$ cat src/rtl/player_ship_if.sv
// Bundle of pixel, control and status signals exchanged between the video
// pipeline and the player ship generator.
interface player_ship_if #(parameter int NUM_LASERS = 4);
  logic                      video_on;
  logic [9:0]                x;
  logic [9:0]                y;
  logic                      left;
  logic                      right;
  logic                      shoot;
  logic                      ship_hit;
  logic [NUM_LASERS-1:0]     laser_hit;
  logic                      ship_on;
  logic [NUM_LASERS-1:0]     laser_on;
  logic [9:0]                ship_x;
  logic [10*NUM_LASERS-1:0]  laser_x;
  logic [10*NUM_LASERS-1:0]  laser_y;
  logic [NUM_LASERS-1:0]     laser_active;
  logic [3:0]                lives;
  logic                      game_over;

  modport master (
    output video_on, x, y, left, right, shoot, ship_hit, laser_hit,
    input  ship_on, laser_on, ship_x, laser_x, laser_y, laser_active, lives, game_over
  );

  modport slave (
    input  video_on, x, y, left, right, shoot, ship_hit, laser_hit,
    output ship_on, laser_on, ship_x, laser_x, laser_y, laser_active, lives, game_over
  );
endinterface

$ cat src/rtl/player_ship_gen.sv
// Player ship generator: ship motion, multi-slot laser magazine with fire
// cooldown, and a lives/respawn state machine with blink invulnerability.
module player_ship_gen #(
  parameter int SCREEN_W       = 640,
  parameter int SCREEN_H       = 480,
  parameter int SHIP_W         = 40,
  parameter int SHIP_H         = 20,
  parameter int SHIP_VEL       = 2,
  parameter int LASER_W        = 4,
  parameter int LASER_H        = 8,
  parameter int LASER_VEL      = 3,
  parameter int NUM_LASERS     = 4,
  parameter int COOLDOWN       = 15,
  parameter int LIVES          = 3,
  parameter int EXPLODE_FRAMES = 60,
  parameter int INVULN_FRAMES  = 120
) (
  input  logic          clk,
  input  logic          reset,
  player_ship_if.slave  bus
);

  localparam logic [9:0] X_MAX     = 10'(SCREEN_W - SHIP_W);
  localparam logic [9:0] X_HOME    = 10'((SCREEN_W - SHIP_W) / 2);
  localparam logic [9:0] SHIP_T    = 10'(SCREEN_H - SHIP_H);
  localparam logic [9:0] SHIP_B    = 10'(SCREEN_H - 1);
  localparam logic [9:0] TICK_Y    = 10'(SCREEN_H + 1);
  localparam logic [9:0] VEL       = 10'(SHIP_VEL);
  localparam logic [9:0] LVEL      = 10'(LASER_VEL);
  localparam logic [9:0] LASER_DX  = 10'((SHIP_W - LASER_W) / 2);
  localparam logic [9:0] LASER_Y0  = 10'(SCREEN_H - SHIP_H - LASER_H);
  localparam logic [9:0] SHIP_WM1  = 10'(SHIP_W - 1);
  localparam logic [9:0] LASER_WM1 = 10'(LASER_W - 1);
  localparam logic [9:0] LASER_HM1 = 10'(LASER_H - 1);
  localparam logic [6:0] T_EXPLODE = 7'(EXPLODE_FRAMES);
  localparam logic [6:0] T_INVULN  = 7'(INVULN_FRAMES);
  localparam logic [3:0] LIVES0    = 4'(LIVES);
  localparam logic [7:0] CD0       = 8'(COOLDOWN);

  typedef enum logic [1:0] {ALIVE, EXPLODE, RESPAWN, DEAD} state_t;

  state_t                state_q, state_d;
  logic [6:0]            timer_q, timer_d;
  logic [3:0]            lives_q, lives_d;
  logic [9:0]            ship_x_q, ship_x_d;
  logic [7:0]            cooldown_q;
  logic                  fire_req_q;
  logic                  shoot_d_q;
  logic [NUM_LASERS-1:0] active_q;
  logic [NUM_LASERS-1:0] fire_slot;
  logic [9:0]            lx_q [NUM_LASERS];
  logic [9:0]            ly_q [NUM_LASERS];
  logic                  frame_tick, can_act, slot_found, fire_go, visible;

  function automatic logic [9:0] step_x(input logic [9:0] sx, input logic l, input logic r);
    if (r && !l)      return (sx >= X_MAX - VEL) ? X_MAX : sx + VEL;
    else if (l && !r) return (sx < VEL) ? 10'd0 : sx - VEL;
    return sx;
  endfunction

  assign frame_tick = (bus.y == TICK_Y) && (bus.x == 10'd0);
  assign can_act    = (state_q == ALIVE) || (state_q == RESPAWN);

  // Lowest-index free slot, one-hot
  always_comb begin
    fire_slot  = '0;
    slot_found = 1'b0;
    for (int i = 0; i < NUM_LASERS; i++) begin
      if (!active_q[i] && !slot_found) begin
        fire_slot[i] = 1'b1;
        slot_found   = 1'b1;
      end
    end
  end

  assign fire_go = frame_tick && fire_req_q && (cooldown_q == 8'd0) && can_act && slot_found;

  always_ff @(posedge clk or posedge reset) begin
    if (reset) begin
      state_q  <= ALIVE;
      timer_q  <= '0;
      lives_q  <= LIVES0;
      ship_x_q <= X_HOME;
    end else begin
      state_q  <= state_d;
      timer_q  <= timer_d;
      lives_q  <= lives_d;
      ship_x_q <= ship_x_d;
    end
  end

  // Timers count down on frame ticks; the transition happens on the tick that reaches zero
  always_comb begin
    state_d  = state_q;
    timer_d  = timer_q;
    lives_d  = lives_q;
    ship_x_d = ship_x_q;
    case (state_q)
      ALIVE: begin
        if (bus.ship_hit) begin
          state_d = EXPLODE;
          timer_d = T_EXPLODE;
          if (lives_q != 4'd0) lives_d = lives_q - 4'd1;
        end else if (frame_tick) begin
          ship_x_d = step_x(ship_x_q, bus.left, bus.right);
        end
      end
      EXPLODE: begin
        if (frame_tick) begin
          if (timer_q <= 7'd1) begin
            timer_d = '0;
            if (lives_q != 4'd0) begin
              state_d  = RESPAWN;
              timer_d  = T_INVULN;
              ship_x_d = X_HOME;
            end else begin
              state_d = DEAD;
            end
          end else begin
            timer_d = timer_q - 7'd1;
          end
        end
      end
      RESPAWN: begin
        if (frame_tick) begin
          ship_x_d = step_x(ship_x_q, bus.left, bus.right);
          if (timer_q <= 7'd1) begin
            state_d = ALIVE;
            timer_d = '0;
          end else begin
            timer_d = timer_q - 7'd1;
          end
        end
      end
      default: ;
    endcase
  end

  // Fire request and cooldown; a shoot edge sampled on the tick itself is not carried over
  always_ff @(posedge clk or posedge reset) begin
    if (reset) begin
      shoot_d_q  <= 1'b0;
      fire_req_q <= 1'b0;
      cooldown_q <= '0;
    end else begin
      shoot_d_q  <= bus.shoot;
      fire_req_q <= frame_tick ? 1'b0 : (fire_req_q | (bus.shoot & ~shoot_d_q));
      if (frame_tick) begin
        if (fire_go)                 cooldown_q <= CD0;
        else if (cooldown_q != 8'd0) cooldown_q <= cooldown_q - 8'd1;
      end
    end
  end

  // Laser slots: firing targets only free slots, so a hit always clears an active one
  always_ff @(posedge clk or posedge reset) begin
    if (reset) begin
      active_q <= '0;
      for (int i = 0; i < NUM_LASERS; i++) begin
        lx_q[i] <= '0;
        ly_q[i] <= '0;
      end
    end else begin
      for (int i = 0; i < NUM_LASERS; i++) begin
        if (state_q == DEAD) begin
          active_q[i] <= 1'b0;
        end else if (fire_go && fire_slot[i]) begin
          active_q[i] <= 1'b1;
          lx_q[i]     <= ship_x_q + LASER_DX;
          ly_q[i]     <= LASER_Y0;
        end else if (bus.laser_hit[i]) begin
          active_q[i] <= 1'b0;
        end else if (frame_tick && active_q[i]) begin
          if (ly_q[i] < LVEL) active_q[i] <= 1'b0;
          else                ly_q[i]     <= ly_q[i] - LVEL;
        end
      end
    end
  end

  assign visible        = (state_q == ALIVE) || ((state_q == RESPAWN) && !timer_q[3]);
  assign bus.ship_on    = bus.video_on && visible &&
                          (bus.x >= ship_x_q) && (bus.x <= ship_x_q + SHIP_WM1) &&
                          (bus.y >= SHIP_T) && (bus.y <= SHIP_B);
  assign bus.ship_x       = ship_x_q;
  assign bus.laser_active = active_q;
  assign bus.lives        = lives_q;
  assign bus.game_over    = (state_q == DEAD);

  for (genvar g = 0; g < NUM_LASERS; g++) begin : g_laser_out
    assign bus.laser_x[10*g +: 10] = lx_q[g];
    assign bus.laser_y[10*g +: 10] = ly_q[g];
    assign bus.laser_on[g] = bus.video_on && active_q[g] &&
                             (bus.x >= lx_q[g]) && (bus.x <= lx_q[g] + LASER_WM1) &&
                             (bus.y >= ly_q[g]) && (bus.y <= ly_q[g] + LASER_HM1);
  end

endmodule

$ cat src/flat_wrapper.sv
// flat-port wrapper written by rule: the top's interface ports become plain ports
module player_ship_gen_flat 
#(
  parameter int SCREEN_W       = 640,
  parameter int SCREEN_H       = 480,
  parameter int SHIP_W         = 40,
  parameter int SHIP_H         = 20,
  parameter int SHIP_VEL       = 2,
  parameter int LASER_W        = 4,
  parameter int LASER_H        = 8,
  parameter int LASER_VEL      = 3,
  parameter int NUM_LASERS     = 4,
  parameter int COOLDOWN       = 15,
  parameter int LIVES          = 3,
  parameter int EXPLODE_FRAMES = 60,
  parameter int INVULN_FRAMES  = 120
)
  (clk, reset, bus_video_on, bus_x, bus_y, bus_left, bus_right, bus_shoot, bus_ship_hit, bus_laser_hit, bus_ship_on, bus_laser_on, bus_ship_x, bus_laser_x, bus_laser_y, bus_laser_active, bus_lives, bus_game_over);
  player_ship_if #(.NUM_LASERS(NUM_LASERS)) bus_i ();
  input  logic clk;
  input  logic reset;
  input wire logic [$bits(bus_i.video_on)-1:0] bus_video_on;
  input wire logic [$bits(bus_i.x)-1:0] bus_x;
  input wire logic [$bits(bus_i.y)-1:0] bus_y;
  input wire logic [$bits(bus_i.left)-1:0] bus_left;
  input wire logic [$bits(bus_i.right)-1:0] bus_right;
  input wire logic [$bits(bus_i.shoot)-1:0] bus_shoot;
  input wire logic [$bits(bus_i.ship_hit)-1:0] bus_ship_hit;
  input wire logic [$bits(bus_i.laser_hit)-1:0] bus_laser_hit;
  output wire logic [$bits(bus_i.ship_on)-1:0] bus_ship_on;
  output wire logic [$bits(bus_i.laser_on)-1:0] bus_laser_on;
  output wire logic [$bits(bus_i.ship_x)-1:0] bus_ship_x;
  output wire logic [$bits(bus_i.laser_x)-1:0] bus_laser_x;
  output wire logic [$bits(bus_i.laser_y)-1:0] bus_laser_y;
  output wire logic [$bits(bus_i.laser_active)-1:0] bus_laser_active;
  output wire logic [$bits(bus_i.lives)-1:0] bus_lives;
  output wire logic [$bits(bus_i.game_over)-1:0] bus_game_over;
  assign bus_i.video_on = bus_video_on;
  assign bus_i.x = bus_x;
  assign bus_i.y = bus_y;
  assign bus_i.left = bus_left;
  assign bus_i.right = bus_right;
  assign bus_i.shoot = bus_shoot;
  assign bus_i.ship_hit = bus_ship_hit;
  assign bus_i.laser_hit = bus_laser_hit;
  assign bus_ship_on = bus_i.ship_on;
  assign bus_laser_on = bus_i.laser_on;
  assign bus_ship_x = bus_i.ship_x;
  assign bus_laser_x = bus_i.laser_x;
  assign bus_laser_y = bus_i.laser_y;
  assign bus_laser_active = bus_i.laser_active;
  assign bus_lives = bus_i.lives;
  assign bus_game_over = bus_i.game_over;
  player_ship_gen #(.SCREEN_W(SCREEN_W), .SCREEN_H(SCREEN_H), .SHIP_W(SHIP_W), .SHIP_H(SHIP_H), .SHIP_VEL(SHIP_VEL), .LASER_W(LASER_W), .LASER_H(LASER_H), .LASER_VEL(LASER_VEL), .NUM_LASERS(NUM_LASERS), .COOLDOWN(COOLDOWN), .LIVES(LIVES), .EXPLODE_FRAMES(EXPLODE_FRAMES), .INVULN_FRAMES(INVULN_FRAMES)) u_core (.clk(clk), .reset(reset), .bus(bus_i));
endmodule
$ cat config.mk
export PLATFORM = sky130hd
export DESIGN_NAME = player_ship_gen_flat
export DESIGN_NICKNAME = d
export VERILOG_FILES = /design/src/rtl/player_ship_if.sv /design/src/rtl/player_ship_gen.sv /design/src/flat_wrapper.sv
export SDC_FILE = /design/constraint.sdc
export NUM_CORES = 1
export LEC_CHECK = 0
export BUFFER_PORTS_ARGS = -buffer_cell sky130_fd_sc_hd__clkbuf_2
export CAP_MARGIN = 30
export CORE_MARGIN = 3
export CORE_UTILIZATION = 45
export DETAILED_ROUTE_END_ITERATION = 8
export PLACE_DENSITY = 0.71
export SYNTH_ARGS = -nofsm -noshare
export SYNTH_HDL_FRONTEND = slang
export SYNTH_SLANG_ARGS = --single-unit
$ cat constraint.sdc
create_clock -name clk -period 4.8 [get_ports clk]
set_input_delay 0.96 -clock clk [delete_from_list [all_inputs] [get_ports clk]]
set_output_delay 0.96 -clock clk [all_outputs]
set_load 0.02 [all_outputs]
# Word-level counts from Yosys, hierarchy flattened
# Index checks and enable logic that the tools add are counted.
[totals]
elab_cells = 260
in_bits = 31
ff_bits = 117
out_inout_bits = 104
[classes]
n_lt_le_gt_ge = 27
reduce_logical = 90
addsub = 19
eq_ne = 22
muxes = 79
bitwise = 4
[ops]
columns = ["cell", "count"]
rows = [
  ["$mux 10", 28],
  ["$ge 10x10->1", 9],
  ["$le 10x10->1", 9],
  ["$add 10x2->10 const B", 5],
  ["$lt 10x2->1 const B", 5],
  ["$sub 10x2->10 const B", 5],
  ["$logic_and 1x1->1", 44],
  ["$mux 7", 6],
  ["$add 10x3->10 const B", 4],
  ["$reduce_bool 4->1", 9],
  ["$mux 1", 35],
  ["$ne 2x1->1 const B", 16],
  ["$pmux 10 s3", 1],
  ["$pmux 7 s3", 1],
  ["$reduce_and 4->1", 5],
  ["$reduce_and 2->1", 9],
  ["$mux 8", 2],
  ["$add 10x5->10 const B", 1],
  ["$add 10x6->10 const B", 1],
  ["$eq 10x9->1 const B", 1],
  ["$ge 10x10->1 const B", 1],
  ["$ge 10x9->1 const B", 1],
  ["$le 10x9->1 const B", 1],
  ["$logic_not 10->1", 1],
  ["22 further kinds", 41],
]

# Longest topological paths before layout
# Gate-level depths: netlist (run 1).
[depth]
ltp_word = 13
mapped_depth = 13
ltp_nobuf = 12

# Worst setup path before layout (run 1)
# OpenSTA, ideal clock, no wires.
[synth_path]
kind = "register to output"
startpoint = "register u_core.ship_x_q[1] (netlist: u_core.bus.ship_x[1])"
endpoint = "output port bus_ship_on"
n_path_buf = 1
stages_incl_launch_ff = 14
arrival_time_ns = 3.043
path_slack_ns = 0.797
path_cell_list = "dfrtp_1 > clkbuf_1 > inv_1 > ha_1 > nor3_1 > o21ai_0 > nor2_1 > xnor2_1 > ha_1 > nand4_1 > nor2_1 > a21oi_1 > o211ai_1 > a221oi_1"
[synth_via]
elab_chain_len = 5
[synth_lines]
columns = ["item", "line", "rtl"]
rows = [
  ["start: declaration", "player_ship_gen.sv:45", "logic [9:0] ship_x_q, ship_x_d;"],
  ["start signal: assignment", "player_ship_gen.sv:88", "ship_x_q <= ship_x_d;"],
  ["$add 10x6->10 / $ge 10x10->1 (equally long branches)", "player_ship_gen.sv:183", "(bus.x >= ship_x_q) && (bus.x <= ship_x_q + SHIP_WM1) &&"],
  ["$le 10x10->1 / $logic_and 1x1->1 (equally long branches)", "player_ship_gen.sv:183, player_ship_gen.sv:182", ""],
  ["$logic_and 1x1->1 (*) (2 in series)", "player_ship_gen.sv:183", ""],
  ["$logic_and 1x1->1 (*)", "player_ship_gen.sv:184", "(bus.y >= SHIP_T) && (bus.y <= SHIP_B);"],
  ["end: declaration", "flat_wrapper.sv:30", "output wire logic [$bits(bus_i.ship_on)-1:0] bus_ship_on;"],
]
# Mark *: on every way between the ends. The rest lies on a longest branch, timed or not.

# Final worst setup path (run 1)
[layout_path]
startpoint = "register u_core.lx_q (netlist bit u_core.bus.laser_x[13])"
endpoint = "output port bus_laser_on[1]"
[layout_via]
elab_chain_len = 5
[layout_lines]
columns = ["item", "line", "rtl"]
rows = [
  ["start: declaration", "player_ship_gen.sv:51", "logic [9:0] lx_q [NUM_LASERS];"],
  ["start signal: indexed assignment", "player_ship_gen.sv:169", "lx_q[i] <= ship_x_q + LASER_DX;"],
  ["$add 10x2->10 / $ge 10x10->1 (equally long branches)", "player_ship_gen.sv:194", "(bus.x >= lx_q[g]) && (bus.x <= lx_q[g] + LASER_WM1) &&"],
  ["$le 10x10->1 / $logic_and 1x1->1 (equally long branches)", "player_ship_gen.sv:194, player_ship_gen.sv:193", ""],
  ["$logic_and 1x1->1 (*) (2 in series)", "player_ship_gen.sv:194", ""],
  ["$logic_and 1x1->1 (*)", "player_ship_gen.sv:195", "(bus.y >= ly_q[g]) && (bus.y <= ly_q[g] + LASER_HM1);"],
  ["end: declaration", "flat_wrapper.sv:31", "output wire logic [$bits(bus_i.laser_on)-1:0] bus_laser_on;"],
]
# Marks and branches as above.

==> results of run 1 <==
power by group:
part	switching, mW	internal [mW]
logic	0.219	0.122
clock network	0.398	0.418
registers	0.0103	0.948
worst min-delay path, delay by kind of cell (launching register included):
kind	cells	cell delay (ns)
AOI/OAI and AO/OA	1	0.07
DFF	1	0.39
and+or+nand+nor	1	0.05
final cells by class:
cell class              count  share of cell area, %
inverters                 118                  3.609
clock buffers               9                  1.825
repair buffers            141                  5.960
well taps                 319                  3.234
clock inverters             7                 0.7197
flip-flops and latches    112                  22.77
multi-input cells        1072                  61.89
synthesized netlist by cell type, drive strengths merged (5+ instances only):
library cell / instances
dfstp: 6
nor2: 60
o31ai: 10
nand2: 133
nand3: 49
a21oi: 72
inv: 116
a211oi: 16
xor2: 7
nand4: 36
o211ai: 6
nand4b: 5
dfrtp: 106
o22ai: 7
or4: 10
o2111ai: 7
mux2: 6
nor2b: 12
a2111oi: 6
and3: 6
ha: 198
clkbuf: 25
nand2b: 8
o21ai: 145
nor3b: 7
buf: 11
nor4: 14
nor3: 38
o21a: 19
or3: 16
a31oi: 10
or2: 8
xnor2: 85
a21o: 11
logic make-up after synthesis:
group | Yosys count
mux | 9
flops | 112
buf+inv | 154
compound gates | 346
other cells | 1
fa+ha+maj | 198
xor+xnor | 92
simple gates | 422
stage by stage:
step | instance area [sq um] | hold slack (ns)
after floorplan | 11070 | 0.4630
after global placement | 12030 | 0.4886
final | 12340 | 0.5056
after global routing | 12340 | 0.5380
after CTS | 12340 | 0.5106
after detailed placement | 12030 | 0.4977
cells in the final DEF (no fill, tap or decap), types with 5 or more instances in the layout:
master	instances
nand4_1	36
conb_1	5
xnor2_1	85
a21oi_1	72
dfrtp_1	106
buf_4	12
a211oi_1	16
ha_1	198
nor2b_1	12
o22ai_1	7
a2111oi_0	6
clkbuf_16	9
o2111ai_1	7
o31ai_1	10
nor3_1	38
or3_1	15
nand2b_1	8
o21ai_1	11
xor2_1	7
nor4_1	14
nor3b_1	7
nand4b_1	5
and3_1	6
a21o_1	11
nand3_1	49
o211ai_1	6
nor2_1	60
or4_1	8
dfstp_2	6
nand2_1	133
a31oi_1	10
or2_2	7
mux2_2	5
clkbuf_2	129
inv_1	115
o21ai_0	134
o21a_1	19
how the worst max path moves through the flow:
| stage | slack [ns] | end | start | cells past startpoint |
|---|---|---|---|---|
| 4_1_cts | 0.18 | bus_laser_on[1] | u_core.bus.laser_x[13]$_DFFE_PP0P_ | 10 |
| 3_3_place_gp | 0.66 | bus_laser_on[1] | bus_x[5] | 7 |
| 3_5_place_dp | 0.64 | bus_laser_on[1] | bus_x[5] | 7 |
| 6_report | 0.22 | bus_laser_on[1] | u_core.bus.laser_x[13]$_DFFE_PP0P_ | 10 |
| 5_1_grt | 0.04 | bus_laser_on[1] | u_core.bus.laser_x[13]$_DFFE_PP0P_ | 10 |
| 2_1_floorplan | 0.80 | bus_ship_on | u_core.bus.ship_x[1]$_DFFE_PP0P_ | 13 |
layer usage:
metal | part of all wire (%) | wire [um] | up-vias
li1 | - | - | 5070
met4 | 3.2 | 1047 | 0
met5 | 0 | 0 | -
met3 | 7.7 | 2532 | 64
met2 | 44 | 14640 | 371
met1 | 45 | 14850 | 4954
flip-flops by register name (all words and copies together) (netlist names):
register and flops:
u_core.fire_req_q 1, u_core.cooldown_q 8, u_core.timer_q 7, u_core.bus.laser_active 4
u_core.bus.laser_x 36, u_core.bus.lives 4, u_core.shoot_d_q 1, u_core.bus.ship_x 9
u_core.state_q 2, u_core.bus.laser_y 40
==> flow_summary.toml, run 1 <==
[worst_setup_path]
worst_path_largest_cell_delay_ns = 0.61
crit_type = "register to primary output"
crit_fanout = 6
cp_num_buf_inv = 2
reg2reg_to = "u_core.bus.laser_y[36]$_DFFE_PP0P_"
reg2reg_depth = 7
worstSetupStartpointType = "register"
crit_required_ns = 3.84
timing.rr.start = "u_core.state_q[0]$_DFFE_PP0P_"
crit_chain = "inv_1 -> nor4_1 -> nand4_1 -> xnor2_1 -> ha_1 -> nand4_1 -> or4b_2 -> o21ai_0 -> and4_1 -> clkbuf_2"
ff2ff_setup_slack_ns = 1.69
crit_path_end_kind = "primary output"
critPathMostFrequentCell = "nand4_1"
worst_ep_arrival_time_ns = 3.62
cp_top_family = "simple AND/OR/NAND/NOR gates"
slowest_stage = "or4b_2"

[clocking]
cts-resized-gates = 0
htree_num_levels = 3
cts_sinks = 112
clk_latency_ns = 0.37
post_cts_buffers = 0
clk_path_buf_depth = 2
cts_root_buf = "clkbuf_16"
clk_pin_slew_ns = 0.09
cts-hold-fix-buffers = 0
cts_buffers = 9
tritoncts = "yes"

[global_route]
grt_max_degree = 50
gr-max-usage-layer = "met2"
grt_use_met3_pct = 4.120
grtUsageMet2_pct = 39.24
grt_pass1_vias = 10030
gr-total-overflow = 0
grt_usage_pct = 25.05
grt_pass1_wl_um = 53430
antenna_found_initial = 0
grt_util_met1_pct = 35.18

[synthesis]
avgSynthCellArea_sq_um = 8.287
ys_ff_latch = 112
netlist_area_sq_mm = 0.01105
synthArstFlopShare_pct = 100.0
synthAdderAreaFrac_pct = 22.41
synth_top_cell_area_share_pct = 24.00
yosysWarningCount = 0
synth-simple-area-share_pct = 19.32
yosys-top-cells-area = "dfrtp_1, ha_1, xnor2_1"
ys_types = 72
seq_area_frac_synth_pct = 25.42
yosysTopAreaCell = "dfrtp_1"
synth_mux_area_share_pct = 0.9168
synthFlopType = "dfrtp_1"
synth_compound_area_share_pct = 18.99
synth_edf_count = 0
syn-instance-count = 1334
yosys.area_share.xor_xnor_pct = 7.289
synth_top_family_by_area = "adder cells"

[finish]
n_fill_cell = 2304
areaGrowthSynthToFinish_pct = 11.66
multiInputGateArea_sq_mm = 0.007639
n_antenna_cell = 0
nNetsFinal = 1683
fin_cells = 1778
seqCellArea_sq_mm = 0.002810
drive_gt1_share_pct = 12.89
finalCoreUtilization_pct = 51.81

[min_path]
hold_path.class = "register to register"
holdPathStages = 2
min_to = "u_core.bus.lives[1]$_DFFE_PP1P_"
min_from = "u_core.bus.lives[1]$_DFFE_PP1P_"

[routing]
dr.first_iter.drc_count = 839
avgViaCountPerCell = 5.882
wl_per_cell_um = 18.60
vias = 10460
ant_nets = 0
drc = 0
first_pass_iters = 8
wl_um = 33080

[floorplanning]
pin_count = 135
chipHeight_um = 162.7
core_area_sq_mm = 0.02382
start_util_pct = 46.40
die-area_sq_mm = 0.02648
std_cell_rows = 56
die_w_um = 162.7

[power_and_ir_drop]
power_density_mw_per_mm2 = 171.3
finalPower_mw = 2.115
vdd_drop_max_v = 0.0001755
leakage_nw = 5.435

[sta]
slew_viol_final = 0
worstMarginPinSlew_ns = 0.8297
hold_violations = 0
finalCriticalPeriod_ns = 4.583
post-route-period-util_pct = 95.47
tns_ns = 0
slew-limit-headroom_pct = 44.29
clock_skew_ns = 0.01721
rsz0062_at_grt = "no"
layout_setup_ws_ns = 0.2174
max_freq_mhz = 218.2
setup-violations-final = 0

[placed_design]
hpwl_um = 25750
dp_slack_ns = 0.6425
place.gp.congestion = 0.9457
port_buffers = 129
dp_cells = 1762

[status]
status = "completed"

[job]
cap_violations = 0
(Power assumes the default switching activity.)
==> inputs of run 2 (changes only) <==
--- a/config.mk
+++ b/config.mk
@@ -7,7 +7,7 @@
 export LEC_CHECK = 0
 export BUFFER_PORTS_ARGS = -buffer_cell sky130_fd_sc_hd__clkbuf_2
 export CAP_MARGIN = 30
-export CORE_MARGIN = 3
+export CORE_MARGIN = 5
 export CORE_UTILIZATION = 45
 export DETAILED_ROUTE_END_ITERATION = 8
 export PLACE_DENSITY = 0.71
==> flow_summary.toml, run 2 (synthesis gave the netlist of run 1 again) <==
[global_route]
gr-total-overflow = 0
grt_pass1_vias = 10360
grt_pass1_wl_um = 54640
antenna_found_initial = 0
grt_max_degree = 57
grt_usage_pct = 23.74

[worst_setup_path]
crit_chain = "ha_1 -> nand3_1 -> nor2_1 -> xnor2_1 -> ha_1 -> a211oi_1 -> nor2_1 -> a2111oi_0 -> a31oi_1 -> nor4b_1 -> clkbuf_2"
cp_num_buf_inv = 1
cp_top_family = "simple AND/OR/NAND/NOR gates"
worst_path_largest_cell_delay_ns = 0.62
crit_type = "register to primary output"
slowest_stage = "nor4b_1"
worstSetupStartpointType = "register"
crit_required_ns = 3.84
crit_path_end_kind = "primary output"
worst_ep_arrival_time_ns = 3.57
crit_fanout = 7

[sta]
slew_viol_final = 0
hold_violations = 0
slew-limit-headroom_pct = 38.16
setup-violations-final = 0
rsz0062_at_grt = "no"
worstMarginPinSlew_ns = 0.9210
layout_setup_ws_ns = 0.2714
finalCriticalPeriod_ns = 4.529
whs_ns = 0.5104
tns_ns = 0
clock_skew_ns = 0.01163
post-route-period-util_pct = 94.34
max_freq_mhz = 220.8

[job]
cap_violations = 0

[routing]
wl_um = 33580
first_pass_iters = 5
wl_per_cell_um = 18.80
vias = 10540
avgViaCountPerCell = 5.899
dr.first_iter.drc_count = 935
drc = 0
ant_nets = 0

[power_and_ir_drop]
finalPower_mw = 2.096
power_density_mw_per_mm2 = 169.7
leakage_nw = 5.437
vdd_drop_max_v = 0.0001673

[finish]
drive_gt1_share_pct = 12.93
final_cell_mix = "ha_1, o21ai_0, nand2_1, clkbuf_2, inv_1"
largest_register_ffs = 40
postLayoutCellArea_sq_mm = 0.01235
fin_cells = 1786
nNetsFinal = 1686
final_common_cell = "ha_1"
areaGrowthSynthToFinish_pct = 11.76
finalCoreUtilization_pct = 50.95
n_antenna_cell = 0
n_fill_cell = 2372

[clocking]
cts-hold-fix-buffers = 0
cts-resized-gates = 0
htree_num_levels = 3
clk_path_buf_depth = 2
cts_root_buf = "clkbuf_16"
tritoncts = "yes"
cts_buffers = 9
cts_sinks = 112
post_cts_buffers = 0
clk_latency_ns = 0.37
clk_pin_slew_ns = 0.08

[placed_design]
port_buffers = 129
place.gp.congestion = 0.9147
place_area_sq_mm = 0.01206
hpwl_um = 26240
dp_slack_ns = 0.6257
dp_cells = 1770

[floorplanning]
std_cell_rows = 57
die-area_sq_mm = 0.02780
core_area_sq_mm = 0.02425
chipHeight_um = 166.7
pin_count = 135
die_w_um = 166.7
start_util_pct = 45.59

[status]
status = "completed"

[min_path]
hold_path.class = "register to register"
## run 2: power by group
group          internal, mW  switching (mW)  total (mW)
Sequential            0.948          0.0105       0.958
Clock                 0.412           0.380       0.792
Combinational         0.125           0.222       0.347
## run 2: layer usage
layer	vias up	part of all wire, %	GRT usage, %
met3	78	6.3	4.361
met1	5023	45	32.00
met2	350	45	38.36
met4	0	3.2	8.396
li1	5085	-	-
met5	-	0	0
## run 2: area by class of cell
type | instances | area (sq um) | area share, %
Inverter | 118 | 445.4 | 3.605
Tap cell | 324 | 405.4 | 3.281
Clock buffer | 11 | 232.7 | 1.884
Sequential cell | 112 | 2810 | 22.75
Multi-Input combinational cell | 1072 | 7639 | 61.83
Timing Repair Buffer | 144 | 758.2 | 6.137
Clock inverter | 5 | 63.81 | 0.5165
## run 2: worst paths after layout
kind,start,end,slack [ns],depth (start not counted)
max,u_core.bus.laser_x[31]$_DFFE_PP0P_,bus_laser_on[3],0.27,11
min,u_core.bus.lives[1]$_DFFE_PP1P_,u_core.bus.lives[1]$_DFFE_PP1P_,0.51,2
max reg2reg,u_core.state_q[0]$_DFFE_PP0P_,u_core.bus.laser_y[36]$_DFFE_PP0P_,1.50,6
min reg2reg,u_core.bus.lives[1]$_DFFE_PP1P_,u_core.bus.lives[1]$_DFFE_PP1P_,0.51,2
max in group asynchronous,reset,u_core.bus.ship_x[8]$_DFFE_PP1P_,3.18,3
min in group asynchronous,reset,u_core.timer_q[2]$_DFFE_PP0P_,0.71,2
## run 2: tightest hold or removal path, cell delays in order, from the launching register on
cell and delay (ns):
dfstp_2 0.39, nand2_1 0.05, o21ai_0 0.07
